--- config.mk ---
export PLATFORM = sky130hd
export DESIGN_NAME = perceptron_seq
export DESIGN_NICKNAME = d
export VERILOG_FILES = /design/src/rtl/perceptron_pkg.sv /design/src/rtl/perceptron_mac.sv /design/src/rtl/perceptron_seq.sv
export SDC_FILE = /design/constraint.sdc
export NUM_CORES = 1
export LEC_CHECK = 0
export BUFFER_PORTS_ARGS = -buffer_cell sky130_fd_sc_hd__buf_4
export CAP_MARGIN = 20
export CORE_MARGIN = 2
export CORE_UTILIZATION = 50
export DETAILED_ROUTE_END_ITERATION = 8
export PLACE_DENSITY = 0.73
export SYNTH_ARGS = -nofsm -noshare
export SYNTH_HDL_FRONTEND = slang
export SYNTH_HIERARCHICAL = 1
export SYNTH_SLANG_ARGS = --single-unit
--- constraint.sdc ---
create_clock -name clk -period 22.8 [get_ports clk]
set_input_delay 4.56 -clock clk [delete_from_list [all_inputs] [get_ports clk]]
set_output_delay 4.56 -clock clk [all_outputs]
set_load 0.05 [all_outputs]
--- src/rtl/perceptron_pkg.sv ---
// Shared state encoding and width/saturation helpers for the perceptron sequencer.
// PERCEPTRON_TRAIN_EN adds the UPDATE state used by online training.
package perceptron_pkg;

`ifdef PERCEPTRON_TRAIN_EN
   typedef enum logic [1:0] {ST_IDLE, ST_MAC, ST_OUT, ST_UPDATE} state_t;
`else
   typedef enum logic [1:0] {ST_IDLE, ST_MAC, ST_OUT} state_t;
`endif

   function automatic int addr_width(input int num_inputs);
      return $clog2(num_inputs + 1);
   endfunction

   function automatic int acc_width(input int num_inputs, input int data_w, input int weight_w);
      return data_w + weight_w + $clog2(num_inputs + 1);
   endfunction

   function automatic logic signed [31:0] sat_signed(input logic signed [31:0] v, input int width);
      logic signed [31:0] hi;
      logic signed [31:0] lo;
      hi = (32'sd1 <<< (width - 1)) - 32'sd1;
      lo = -(32'sd1 <<< (width - 1));
      if (v > hi)
         return hi;
      else if (v < lo)
         return lo;
      else
         return v;
   endfunction

endpackage

--- src/rtl/perceptron_mac.sv ---
// Combinational signed multiply-accumulate: acc_out = acc_in + x*w, product sign-extended.
module perceptron_mac #(
   parameter int DATA_W   = 8,
   parameter int WEIGHT_W = 8,
   parameter int ACC_W    = 19
) (
   input  logic signed [DATA_W-1:0]   x,
   input  logic signed [WEIGHT_W-1:0] w,
   input  logic signed [ACC_W-1:0]    acc_in,
   output logic signed [ACC_W-1:0]    acc_out
);

   localparam int PW = DATA_W + WEIGHT_W;

   logic signed [PW-1:0] prod;

   assign prod    = x * w;
   assign acc_out = acc_in + {{(ACC_W - PW){prod[PW-1]}}, prod};

endmodule

--- src/rtl/perceptron_seq.sv ---
// Perceptron sequencer: one shared MAC over NUM_INPUTS cycles, result held until out_ready.
// PERCEPTRON_TRAIN_EN adds in_train/in_target and a NUM_INPUTS+1 cycle weight update.
module perceptron_seq
   import perceptron_pkg::*;
#(
   parameter int NUM_INPUTS = 4,
   parameter int DATA_W     = 8,
   parameter int WEIGHT_W   = 8,
   parameter int LR_SHIFT   = 0,
   localparam int ACC_W     = acc_width(NUM_INPUTS, DATA_W, WEIGHT_W),
   localparam int AW        = addr_width(NUM_INPUTS)
) (
   input  logic                           clk,
   input  logic                           r_n,
   input  logic                           in_valid,
   output logic                           in_ready,
   input  logic [NUM_INPUTS*DATA_W-1:0]   in_data,
   input  logic                           w_wr_en,
   input  logic [AW-1:0]                  w_wr_addr,
   input  logic signed [WEIGHT_W-1:0]     w_wr_data,
   output logic                           busy,
   output logic                           out_valid,
   input  logic                           out_ready,
   output logic                           out_y,
`ifdef PERCEPTRON_TRAIN_EN
   input  logic                           in_train,
   input  logic                           in_target,
`endif
   output logic signed [ACC_W-1:0]        out_acc
);

   localparam int NW = NUM_INPUTS + 1;
   localparam logic [AW-1:0] LAST_X    = AW'(NUM_INPUTS - 1);
   localparam logic [AW-1:0] BIAS_ADDR = AW'(NUM_INPUTS);

   state_t state, state_nxt;

   logic signed [WEIGHT_W-1:0] w [NW];
   logic signed [DATA_W-1:0]   x [NUM_INPUTS];
   logic [AW-1:0]              idx;
   logic signed [ACC_W-1:0]    acc;

   logic                       accept, mac_last, out_fire;
   logic signed [DATA_W-1:0]   x_sel, mac_x;
   logic signed [WEIGHT_W-1:0] w_sel, mac_w, bias_init;
   logic signed [ACC_W-1:0]    mac_acc, mac_sum;

`ifdef PERCEPTRON_TRAIN_EN
   logic                       train_q, target_q;
   logic signed [WEIGHT_W-1:0] upd_w;
`endif

   always_comb begin
      x_sel = '0;
      w_sel = '0;
      for (int i = 0; i < NUM_INPUTS; i++)
         if (idx == AW'(i)) x_sel = x[i];
      for (int i = 0; i < NW; i++)
         if (idx == AW'(i)) w_sel = w[i];
   end

   // In UPDATE the MAC computes e*x (e = +/-1) from zero; the bias slot uses x = 1.
   always_comb begin
      mac_x   = x_sel;
      mac_w   = w_sel;
      mac_acc = acc;
`ifdef PERCEPTRON_TRAIN_EN
      if (state == ST_UPDATE) begin
         mac_x   = (idx == BIAS_ADDR) ? DATA_W'(1) : x_sel;
         mac_w   = target_q ? WEIGHT_W'(1) : {WEIGHT_W{1'b1}};
         mac_acc = '0;
      end
`endif
   end

   perceptron_mac #(
      .DATA_W   (DATA_W),
      .WEIGHT_W (WEIGHT_W),
      .ACC_W    (ACC_W)
   ) u_mac (
      .x       (mac_x),
      .w       (mac_w),
      .acc_in  (mac_acc),
      .acc_out (mac_sum)
   );

`ifdef PERCEPTRON_TRAIN_EN
   assign upd_w = WEIGHT_W'(sat_signed(32'(w_sel) + 32'(mac_sum >>> LR_SHIFT), WEIGHT_W));
`endif

   // A bias write on the accept cycle must be seen by the vector being accepted.
   assign bias_init = (w_wr_en && w_wr_addr == BIAS_ADDR) ? w_wr_data : w[NUM_INPUTS];

   always_comb begin
      state_nxt = state;
      in_ready  = 1'b0;
      busy      = 1'b1;
      accept    = 1'b0;
      mac_last  = 1'b0;
      out_fire  = 1'b0;
      case (state)
         ST_IDLE: begin
            in_ready = 1'b1;
            busy     = 1'b0;
            if (in_valid) begin
               accept    = 1'b1;
               state_nxt = ST_MAC;
            end
         end
         ST_MAC: begin
            if (idx == LAST_X) begin
               mac_last  = 1'b1;
               state_nxt = ST_OUT;
            end
         end
         ST_OUT: begin
            if (out_ready) begin
               out_fire  = 1'b1;
               state_nxt = ST_IDLE;
`ifdef PERCEPTRON_TRAIN_EN
               if (train_q && (out_y != target_q)) state_nxt = ST_UPDATE;
`endif
            end
         end
`ifdef PERCEPTRON_TRAIN_EN
         ST_UPDATE: begin
            if (idx == BIAS_ADDR) state_nxt = ST_IDLE;
         end
`endif
         default: state_nxt = ST_IDLE;
      endcase
   end

   always_ff @(posedge clk or negedge r_n) begin
      if (!r_n) state <= ST_IDLE;
      else      state <= state_nxt;
   end

   always_ff @(posedge clk or negedge r_n) begin
      if (!r_n) begin
         for (int i = 0; i < NW; i++) w[i] <= '0;
         for (int i = 0; i < NUM_INPUTS; i++) x[i] <= '0;
         idx       <= '0;
         acc       <= '0;
         out_valid <= 1'b0;
         out_y     <= 1'b0;
         out_acc   <= '0;
`ifdef PERCEPTRON_TRAIN_EN
         train_q   <= 1'b0;
         target_q  <= 1'b0;
`endif
      end else begin
         if (state == ST_IDLE && w_wr_en)
            for (int i = 0; i < NW; i++)
               if (w_wr_addr == AW'(i)) w[i] <= w_wr_data;
         if (accept) begin
            for (int i = 0; i < NUM_INPUTS; i++) x[i] <= in_data[i*DATA_W +: DATA_W];
            acc <= {{(ACC_W - WEIGHT_W){bias_init[WEIGHT_W-1]}}, bias_init};
            idx <= '0;
`ifdef PERCEPTRON_TRAIN_EN
            train_q  <= in_train;
            target_q <= in_target;
`endif
         end
         if (state == ST_MAC) begin
            acc <= mac_sum;
            idx <= idx + AW'(1);
         end
         if (mac_last) begin
            out_acc   <= mac_sum;
            out_y     <= ~mac_sum[ACC_W-1];
            out_valid <= 1'b1;
         end
         if (out_fire) begin
            out_valid <= 1'b0;
            idx       <= '0;
         end
`ifdef PERCEPTRON_TRAIN_EN
         if (state == ST_UPDATE) begin
            for (int i = 0; i < NW; i++)
               if (idx == AW'(i)) w[i] <= upd_w;
            idx <= idx + AW'(1);
         end
`endif
      end
   end

endmodule

==> key figures <==
Route
  – Final WL: 18600 um
  – DRT antenna net count: 0
  – DR WL/cell: 16.7 um
  – Initial DRC count: 320
  – DRC Markers: 0
  – Vias: 6114
  – Post-DR vias/cell: 5.49
  – 1st-pass router iterations: 5

STA
  – Fin. max-slew vios: 0
  – Skew final: 0.0105 ns
  – Worst-Margin Slew: 1.08 ns
  – Final critical-path share of the clock period: 0.374
  – FMAX: 117 MHz
  – TNS Setup: 0 ns
  – Max-slew headroom: 0.281
  – Fin. Hold Viols: 0
  – RSZ-0062 raised after global routing: no
  – # setup viols final: 0
  – Final min period: 8.52 ns

Global routing
  – Global Route Usage Sum: 0.219
  – First-pass GRT wire length: 31600 um
  – Largest net degree at the start of global routing: 64
  – Initial antenna violation count: 0
  – Vias in the first global route: 6543
  – Grt total ovfl: 0

Final layout
  – Design area: 9960 um2
  – # fillers: 1409
  – Nets: 1039
  – Layout cell share with drive strength beyond 1: 0.236
  – Final non-filler cell total: 1114
  – Antenna Cells: 0
  – Syn-to-layout area delta: 15.7%

Floorplanning
  – FP Rows: 47
  – Initial core utilization: 0.515
  – Ports: 71
  – CORE AREA: 16700 um2
  – DIE WIDTH: 135 um
  – Die height: 135 um
  – Die area: 18300 um2

Setup path
  – Setup CP Type: flop to flop
  – Critical Path RT: 23.04 ns
  – Worst path max stage delay: 0.79 ns
  – R2R depth: 28
  – Reg2reg end: acc[18]
  – CP max FO: 20
  – Critical Path Start Type: flop
  – CP endpoint kind: flop
  – Worst endpoint data arrival time: 8.76 ns
  – Reg2reg setup slack: 14.28 ns
  – Master of the slowest instance on the critical path: nor2_1
  – Worst r2r src: idx[0]

Clocking
  – CTS tree: done
  – Clk sink count: 117
  – Worst-Skew Late Latency: 0.42 ns
  – CTS Buffer Depth: 2
  – Clock-pin slew on the worst setup and hold paths: 0.06 ns
  – CTS hold repair buffers: 0
  – CTS root buf: clkbuf_16
  – Postcts setup bufs: 0
  – CTS buffer count: 17
  – CTS HTree Levels: 4
  – CTS resizes: 0

Hold path
  – Worst hold-check path type: flop to flop
  – Hold path startpoint: x[9]
  – Hold path depth: 1
  – Worst Hold Path EP: x[9]

Yosys
  – Main area contributors after synthesis: dfrtp_1 34%, fa_1 13%, mux2_2 12%, ha_1 7.7%, inv_1 4.4%
  – Syn. warnings: 6
  – Post-synth ARST share: 1.00
  – Yosys top cell by area: dfrtp_1
  – Syn Inst Count: 813
  – Syn Area/Cell: 10.6 um2
  – Count leader, synth: dfrtp_1
  – Synth cell count leaders: 117 x dfrtp_1, 100 x inv_1, 93 x mux2_2
  – EDFF count, synth: 0
  – Mapped Area: 8610 um2
  – Post-synth top area share: 0.340
  – Synthesized flop and latch total: 117
  – Register area share after synthesis: 0.340
  – Main flop type after synthesis: dfrtp_1
  – Netlist cell types: 60
  – Net count after synthesis: 970

Place
  – Cells after DPL: 1082
  – Detailed Place HPWL: 13600 um
  – Placed instance area: 9320 um2
  – Placer Congestion: 0.854
  – IO buf count: 70

Run
  – Max_cap viols: 0

Status
  – Outcome: complete, no violations
-- flip-flops by register name (all words and copies together) (netlist names) --
| name | cells |
|---|---|
| w | 40 |
| state | 2 |
| x | 32 |
| idx | 3 |
| out_valid | 1 |
| out_y | 1 |
| acc | 19 |
| out_acc | 19 |
-- critical path, delay by kind of cell, from the launching register on --
family	cells	cell delay, ns
xor gates and xnor gates	2	0.42
adders and majority gates	8	3.43
AOI/OAI and AO/OA	12	2.88
and+or+nand+nor	3	1.04
DFF	1	0.43
buffers and inverters	3	0.14
-- how the worst max path moves through the flow --
stage	to	from	slack, ns
2_1_floorplan	out_acc[18]	idx[0]	15.57
3_3_place_gp	acc[18]	idx[0]	14.51
3_5_place_dp	acc[18]	idx[0]	14.33
4_1_cts	acc[18]	idx[0]	14.31
5_1_grt	acc[18]	idx[0]	13.57
6_report	acc[18]	idx[0]	14.28
-- through the flow --
| stage | setup WS, ns | util | hold slack [ns] |
|---|---|---|---|
| floorplan | 15.57 | - | 0.471 |
| global placement | 14.51 | 0.558 | 0.473 |
| detailed placement | 14.33 | 0.558 | 0.487 |
| CTS | 14.31 | 0.596 | 0.500 |
| global route | 13.57 | 0.596 | 0.510 |
| finish | 14.28 | 0.596 | 0.497 |
-- routing by layer --
metal	share of wire	vias up	GRT usage
met5	0	-	0
met1	0.46	3036	0.290
li1	-	2906	-
met4	0.010	0	0.0666
met2	0.49	156	0.367
met3	0.045	16	0.0408
-- placed cells by master, fill, tap and decap left out, types with 4 or more instances in the layout --
cell type  Yosys  layout
a21o_1         8       8
a21oi_1       43      43
a22oi_1        7       7
a32o_1         7       7
and2_1        48      47
buf_4          3      74
bufinv_16      0       5
clkbuf_1      12       4
clkbuf_16      0      17
dfrtp_1      117     117
fa_1          56      56
ha_1          53      53
inv_1        100     100
mux2_2        93      93
mux2i_1        9       9
nand2_1       51      51
nand2b_1      12      12
nor2_1        19      19
nor2b_1       11      11
nor3_1         5       5
o21a_1        10      10
o21ai_0       38      38
o21bai_1       5       5
o221ai_1       8       8
o22ai_1       12      12
xnor2_1       24      24
xor2_1         6       6
-- kinds of logic (layout without fill, tap and decap cells) --
group | count (synthesis) | count (layout) | synth area share
compound gates | 159 | 159 | 0.119
xor+xnor | 32 | 32 | 0.0350
fa+ha+maj | 109 | 109 | 0.207
buf+inv | 125 | 206 | 0.0586
flops | 117 | 117 | 0.340
mux | 102 | 102 | 0.132
simple gates | 169 | 169 | 0.108
-- cell type report --
| cell class | count | area [um2] | area share |
|---|---|---|---|
| clock buffers | 22 | 454 | 0.0456 |
| clock inverters | 9 | 176 | 0.0177 |
| inverters | 100 | 375 | 0.0377 |
| multi-input cells | 571 | 5180 | 0.520 |
| flip-flops and latches | 117 | 2930 | 0.294 |
| well taps | 220 | 275 | 0.0276 |
| repair buffers | 75 | 571 | 0.0573 |
Power is left out: the tool's default activity adds up to more than one toggle a clock period on the data nets, which glitch-free logic cannot reach.
